--- src/rtl/ooo_pkg.sv ---
// Shared definitions for the out-of-order back end: tag widths, the canonical
// NOP, and the reservation-station entry layout with its wakeup helper.
package ooo_pkg;

  localparam int REG_FILE_ADDR_WIDTH = 7;
  localparam int ROB_ADDR_WIDTH      = 5;

  // addi x0, x0, 0 -- what the issue port shows when it has never been loaded.
  localparam logic [31:0] NOP_INSTR = 32'h0000_0013;

  typedef struct packed {
    logic                           valid;
    logic [31:0]                    instr;
    logic [31:0]                    pc;
    logic [31:0]                    imm;
    logic [ROB_ADDR_WIDTH-1:0]      rob_tag;
    logic [REG_FILE_ADDR_WIDTH-1:0] prd;
    logic [REG_FILE_ADDR_WIDTH-1:0] prs1;
    logic                           rs1_ready;
    logic [REG_FILE_ADDR_WIDTH-1:0] prs2;
    logic                           rs2_ready;
  } rs_entry_t;

  // Apply one result broadcast to an entry: each source whose tag matches
  // becomes ready. Invalid entries pass through untouched.
  function automatic rs_entry_t wake_entry(
    input rs_entry_t                      e,
    input logic                           cdb_valid,
    input logic [REG_FILE_ADDR_WIDTH-1:0] cdb_tag
  );
    rs_entry_t r;
    r = e;
    if (cdb_valid && e.valid) begin
      if (e.prs1 == cdb_tag) r.rs1_ready = 1'b1;
      if (e.prs2 == cdb_tag) r.rs2_ready = 1'b1;
    end
    return r;
  endfunction

endpackage

--- src/rtl/rs_select.sv ---
// Lowest-index priority encoder: reports whether any request is set and the
// index of the lowest one (entry 0 is the oldest, so lowest index wins).
module rs_select #(
  parameter int N  = 4,
  parameter int IW = (N > 1) ? $clog2(N) : 1
) (
  input  logic [N-1:0]  req,
  output logic          found,
  output logic [IW-1:0] idx
);

  // Scan from the top down so the last hit written is the lowest index.
  always_comb begin
    // NOTE: every output gets a default before the loop; a path that leaves
    // a combinational output unassigned would infer a latch.
    found = 1'b0;
    idx   = '0;
    for (int i = N - 1; i >= 0; i--) begin
      if (req[i]) begin
        found = 1'b1;
        idx   = IW'(i);
      end
    end
  end

endmodule

--- src/rtl/reservation_station.sv ---
// Compacting reservation station: in-order allocation at the first free slot,
// CDB wakeup of source operands, oldest-ready select into a registered issue
// port with valid/ready handshake. Entry 0 is always the oldest.
// Entry widths come from ooo_pkg; the width parameters must match it.
module reservation_station
  import ooo_pkg::rs_entry_t;
  import ooo_pkg::NOP_INSTR;
  import ooo_pkg::wake_entry;
#(
  parameter int DEPTH               = 4,
  parameter int REG_FILE_ADDR_WIDTH = ooo_pkg::REG_FILE_ADDR_WIDTH,
  parameter int ROB_ADDR_WIDTH      = ooo_pkg::ROB_ADDR_WIDTH
) (
  input  logic                           clock,
  input  logic                           reset,
  input  logic                           flush,
  input  logic                           disp_valid,
  output logic                           disp_ready,
  input  logic [31:0]                    disp_instr,
  input  logic [31:0]                    disp_pc,
  input  logic [31:0]                    disp_imm,
  input  logic [ROB_ADDR_WIDTH-1:0]      disp_rob_tag,
  input  logic [REG_FILE_ADDR_WIDTH-1:0] disp_prd,
  input  logic [REG_FILE_ADDR_WIDTH-1:0] disp_prs1,
  input  logic [REG_FILE_ADDR_WIDTH-1:0] disp_prs2,
  input  logic                           disp_rs1_ready,
  input  logic                           disp_rs2_ready,
  input  logic                           cdb_valid,
  input  logic [REG_FILE_ADDR_WIDTH-1:0] cdb_tag,
  output logic                           issue_valid,
  input  logic                           issue_ready,
  output logic [31:0]                    issue_instr,
  output logic [31:0]                    issue_pc,
  output logic [31:0]                    issue_imm,
  output logic [ROB_ADDR_WIDTH-1:0]      issue_rob_tag,
  output logic [REG_FILE_ADDR_WIDTH-1:0] issue_prd,
  output logic [REG_FILE_ADDR_WIDTH-1:0] issue_prs1,
  output logic [REG_FILE_ADDR_WIDTH-1:0] issue_prs2,
  output logic [$clog2(DEPTH+1)-1:0]     occupancy
);

  localparam int CW = $clog2(DEPTH + 1);
  localparam int SW = (DEPTH > 1) ? $clog2(DEPTH) : 1;

  rs_entry_t        entries     [DEPTH];
  rs_entry_t        woken       [DEPTH];
  rs_entry_t        entries_nxt [DEPTH];
  rs_entry_t        disp_entry;
  rs_entry_t        issue_q;
  logic [CW-1:0]    occ_q;
  logic [CW-1:0]    occ_after_issue;
  logic [DEPTH-1:0] ready_vec;
  logic             sel_found;
  logic [SW-1:0]    sel_idx;
  logic             load_issue;
  logic             do_issue;
  logic             disp_fire;
  logic             issue_unused;

  // Handshake qualifiers, all derived from registered state.
  assign disp_ready = (occ_q < CW'(DEPTH));
  assign disp_fire  = disp_valid && disp_ready;
  assign load_issue = !issue_q.valid || issue_ready;
  assign do_issue   = load_issue && sel_found;

  // Candidates for issue: valid entries with both registered ready bits set.
  always_comb begin
    for (int i = 0; i < DEPTH; i++) begin
      ready_vec[i] = entries[i].valid && entries[i].rs1_ready && entries[i].rs2_ready;
    end
  end

  rs_select #(
    .N  (DEPTH),
    .IW (SW)
  ) u_select (
    .req   (ready_vec),
    .found (sel_found),
    .idx   (sel_idx)
  );

  // Incoming entry, with a same-cycle CDB match bypassed into its ready bits.
  always_comb begin
    disp_entry           = '0;
    disp_entry.valid     = 1'b1;
    disp_entry.instr     = disp_instr;
    disp_entry.pc        = disp_pc;
    disp_entry.imm       = disp_imm;
    disp_entry.rob_tag   = disp_rob_tag;
    disp_entry.prd       = disp_prd;
    disp_entry.prs1      = disp_prs1;
    disp_entry.rs1_ready = disp_rs1_ready;
    disp_entry.prs2      = disp_prs2;
    disp_entry.rs2_ready = disp_rs2_ready;
    disp_entry           = wake_entry(disp_entry, cdb_valid, cdb_tag);
  end

  // Next array contents: wakeup, then compaction over the issued slot, then
  // allocation at the first free index left after compaction.
  always_comb begin
    occ_after_issue = occ_q - CW'(do_issue);
    for (int i = 0; i < DEPTH; i++) begin
      woken[i]       = wake_entry(entries[i], cdb_valid, cdb_tag);
      entries_nxt[i] = woken[i];
    end
    if (do_issue) begin
      for (int i = 0; i < DEPTH - 1; i++) begin
        if (SW'(i) >= sel_idx) entries_nxt[i] = woken[i+1];
      end
      entries_nxt[DEPTH-1] = '0;
    end
    if (disp_fire) begin
      for (int i = 0; i < DEPTH; i++) begin
        if (CW'(i) == occ_after_issue) entries_nxt[i] = disp_entry;
      end
    end
  end

  // Entry array and occupancy register; flush outranks everything but reset.
  always_ff @(posedge clock or negedge reset) begin
    if (!reset) begin
      // NOTE: the whole array is reset, not just the valid bits, so no X ever
      // reaches the tag comparators or the issue payload after power-up.
      for (int i = 0; i < DEPTH; i++) entries[i] <= '0;
      occ_q <= '0;
    end else if (flush) begin
      for (int i = 0; i < DEPTH; i++) entries[i].valid <= 1'b0;
      occ_q <= '0;
    end else begin
      // NOTE: non-blocking assignments so every register samples this
      // cycle's values regardless of statement order.
      for (int i = 0; i < DEPTH; i++) entries[i] <= entries_nxt[i];
      occ_q <= occ_after_issue + CW'(disp_fire);
    end
  end

  // Issue register: load the selected entry when empty or accepted, hold
  // otherwise, and drop valid when accepted with nothing to replace it.
  always_ff @(posedge clock or negedge reset) begin
    if (!reset) begin
      issue_q       <= '0;
      issue_q.instr <= NOP_INSTR;
    end else if (flush) begin
      issue_q.valid <= 1'b0;
    end else if (do_issue) begin
      issue_q <= entries[sel_idx];
    end else if (issue_ready) begin
      issue_q.valid <= 1'b0;
    end
  end

  assign issue_valid   = issue_q.valid;
  assign issue_instr   = issue_q.instr;
  assign issue_pc      = issue_q.pc;
  assign issue_imm     = issue_q.imm;
  assign issue_rob_tag = issue_q.rob_tag;
  assign issue_prd     = issue_q.prd;
  assign issue_prs1    = issue_q.prs1;
  assign issue_prs2    = issue_q.prs2;
  assign occupancy     = occ_q;

  // Ready bits travel with the issued entry but execute has no use for them.
  assign issue_unused = &{1'b0, issue_q.rs1_ready, issue_q.rs2_ready};

endmodule

--- config.mk ---
export PLATFORM = sky130hd
export DESIGN_NAME = reservation_station
export DESIGN_NICKNAME = d
export VERILOG_FILES = /design/src/rtl/ooo_pkg.sv /design/src/rtl/rs_select.sv /design/src/rtl/reservation_station.sv
export SDC_FILE = /design/constraint.sdc
export NUM_CORES = 2
export LEC_CHECK = 0
export CORE_ASPECT_RATIO = 1.4
export CORE_MARGIN = 3
export CORE_UTILIZATION = 45
export CTS_CLUSTER_SIZE = 30
export DETAILED_ROUTE_END_ITERATION = 16
export PLACE_DENSITY_LB_ADDON = 0.05
export SYNTH_ARGS = -nofsm -noshare
export SYNTH_HDL_FRONTEND = slang
export SYNTH_SLANG_ARGS = --single-unit
--- constraint.sdc ---
create_clock -name clock -period 2.85 [get_ports clock]
set_clock_uncertainty 0.2 [all_clocks]
set_input_delay 0.285 -clock clock [delete_from_list [all_inputs] [get_ports clock]]
set_output_delay 0.285 -clock clock [all_outputs]
set_load 0.05 [all_outputs]
==> results.json <==
{
  "status": "finished clean",
  "area.growth.synth_to_final_pct": 24.4,
  "cts_sinks": 626,
  "reg2regPathDepth": 10,
  "internal-power_uw": 25800,
  "cap_viol_max_count": 0,
  "power.total_uw": 44200,
  "synth_xor_area_frac": 0.0213,
  "cts_made_buffers": 61,
  "wire_per_inst_um": 25.4,
  "fp.dieW_um": 223,
  "clk_path_buf_depth": 3,
  "cts_htree_levels": 2,
  "grt_pass1_wl_um": 158000,
  "synth_edf_count": 0,
  "crit_arrival_ns": 3.08,
  "die_h_um": 310,
  "drive_gt1_frac": 0.133,
  "switching_power_uw": 18400,
  "synth_cell_types": 52,
  "rr_startpoint": "issue_valid",
  "place_congestion": 0.857,
  "crit_fanout": 25,
  "antenna_found_initial": 8,
  "vias_per_cell": 6.36,
  "multi_input_area_sq_um": 12800,
  "min_from": "disp_instr[29]",
  "fin_crit_ns": 2.79,
  "power.share.switching": 0.417,
  "period_share": 0.978,
  "routed_wl_um": 103000,
  "detail-route-antenna-nets": 0,
  "fin_tns_setup_ns": 0,
  "drc": 0,
  "pin_count": 264,
  "dp_hpwl_um": 61900,
  "postSynthCellCount": 2947,
  "p_leak_uw": 0.0150,
  "track_usage": 0.288,
  "fmax_ghz": 0.359,
  "globalRoute.totalOverflow": 0,
  "cp-start-kind": "flip-flop",
  "relSlewSlack": 0.381,
  "grt_pass1_vias": 26400,
  "p_clk_frac": 0.183,
  "worst_slack_ns": 0.0638,
  "yosys.area_share.adder": 0.000845,
  "hold_depth": 3,
  "fill_cells": 5585,
  "vias": 25900,
  "syn_avg_cell_area_sq_um": 10.1,
  "ff_latch_area_sq_um": 15700,
  "synth_mux_area_frac": 0.00101,
  "io_buffers": 263,
  "final_nets": 3313,
  "worstMarginPinSlew_ns": 0.926,
  "powerDensity_nw_per_um2": 1200,
  "synth_area_sq_um": 29600,
  "peakVddDrop_mv": 0.757,
  "hold_path.class": "in2reg",
  "clockRootBuffer": "clkbuf_16",
  "clk_pin_slew_ns": 0.07,
  "initial_core_util": 0.458,
  "grt_max_degree": 157,
  "synth-simple-area-share": 0.0921,
  "insertion_delay_ns": 0.64,
  "synthArstFlopShare": 1.00,
  "setup_viol": 0,
  "cts_tree": "built",
  "final_cell_mix": "nand2_1, dfrtp_1, o21ai_0",
  "final_common_cell": "nand2_1",
  "ys_ff_latch": 626,
  "synth-seq-area-share": 0.529,
  "die-area_sq_um": 69000,
  "final_max_slew_viol_count": 0,
  "synthFlopType": "dfrtp_1",
  "synth_top_family_by_area": "compound AO/OA/AOI/OAI gates",
  "seqPwrFrac": 0.369,
  "synth_compound_area_frac": 0.306,
  "rsz0062_at_grt": "true",
  "hold_violations": 0,
  "post-place-ws_ns": -0.267,
  "criticalPathCategory": "reg2reg",
  "min_to": "entries[121]",
  "r2r-end": "entries[225]",
  "yosys_warnings": 0,
  "combPwrFrac": 0.447,
  "drtPass1Iterations": 8,
  "core_area_sq_um": 64700,
  "drt_iter0_markers": 2666,
  "hold_slack_ns": 0.0989,
  "cp.required_ns": 3.14,
  "mappedNetlistNets": 3086,
  "cp-end-kind": "flip-flop",
  "reg2reg_slack_ns": 0.06,
  "num_rows": 110
}
## how the worst max path moves through the flow
| stage | startpoint | to | slack (ns) | cells after the start |
|---|---|---|---|---|
| 6_report | issue_valid | entries[225] | 0.06 | 10 |
| 3_5_place_dp | issue_ready | entries[128] | -0.27 | 12 |
| 2_1_floorplan | issue_valid | entries[279] | 0.01 | 11 |
| 5_1_grt | issue_valid | entries[225] | -0.07 | 10 |
| 3_3_place_gp | issue_ready | entries[363] | -0.23 | 11 |
| 4_1_cts | entries[0] | entries[128] | 0.02 | 11 |
## what timing repair did
action,4_1_cts,5_1_grt
hold buffers,4,0
gates resized for setup,0,50
endpoints found under the setup margin,0,222
buffers inserted,0,13
endpoints found under the hold margin,486,0
## area by class of cell
type / count / area share
Antenna cell: 6 / 0.000407
Clock buffer: 92 / 0.0495
Clock inverter: 16 / 0.00363
Inverter: 4 / 0.000475
Multi-Input combinational cell: 2024 / 0.347
Sequential cell: 626 / 0.425
Tap cell: 840 / 0.0285
Timing Repair Buffer: 457 / 0.145
## metal layers
| layer | up-vias | part of all wire | track usage |
|---|---|---|---|
| met5 | - | 0.00041 | 0 |
| met4 | 6 | 0.030 | 0.109 |
| met3 | 212 | 0.075 | 0.0444 |
| met2 | 1271 | 0.48 | 0.468 |
| met1 | 13000 | 0.42 | 0.394 |
| li1 | 11400 | - | - |
## registers in the layout, summed over array words and instances (netlist names)
signal,count
issue_prs2,7
issue_valid,1
issue_imm,32
issue_rob_tag,5
issue_instr,32
issue_pc,32
entries,500
issue_prs1,7
issue_prd,7
occupancy,3
## power by group through the flow
stage                     clock network, uW  registers [uW]  logic, uW
after floorplan                           0           18400       9260
after global placement                    0           16100      18700
after detailed placement                  0           16400      19100
after CTS                              8240           16300      19100
after global routing                   8580           16800      21300
final                                  8100           16300      19800
## synth_stat cells (all sizes together) (13+ instances only)
cell / instances / share of area
nor4: 13 / 0.0027
clkbuf: 110 / 0.014
o22ai: 123 / 0.026
o221ai: 122 / 0.053
nand2: 628 / 0.080
dfrtp: 623 / 0.53
a22oi: 248 / 0.063
nor2: 20 / 0.0026
a2bb2oi: 122 / 0.036
xor2: 60 / 0.018
o22a: 122 / 0.036
buf: 183 / 0.035
o21ai: 496 / 0.084
## critical path, stage by stage, from the launching register on
cell and delay [ns]:
dfrtp_2 0.41, and2b_2 0.22, a41oi_4 0.18, ha_2 0.20, ha_2 0.28, nand3b_1 0.20, buf_4 0.16, buf_4 0.23
buf_16 0.21, o22ai_1 0.24, a2bb2oi_2 0.09
## through the flow
stage          std cells  cell area, sq um  utilization
4_1_cts             4039             36300        0.561
6_report            4065             36900        0.570
3_3_place_gp        3927             34300        0.531
5_1_grt             4061             36900        0.570
3_5_place_dp        3927             34300        0.531
2_1_floorplan       2947             29600            -
## cell families after synthesis
kind of cell	after synthesis
buffers and inverters	297
xor gates and xnor gates	72
AOI/OAI and AO/OA	1260
muxes	3
adders and majority gates	2
DFF	626
and+or+nand+nor	687
No activity file was read; power rests on OpenSTA's default activity.
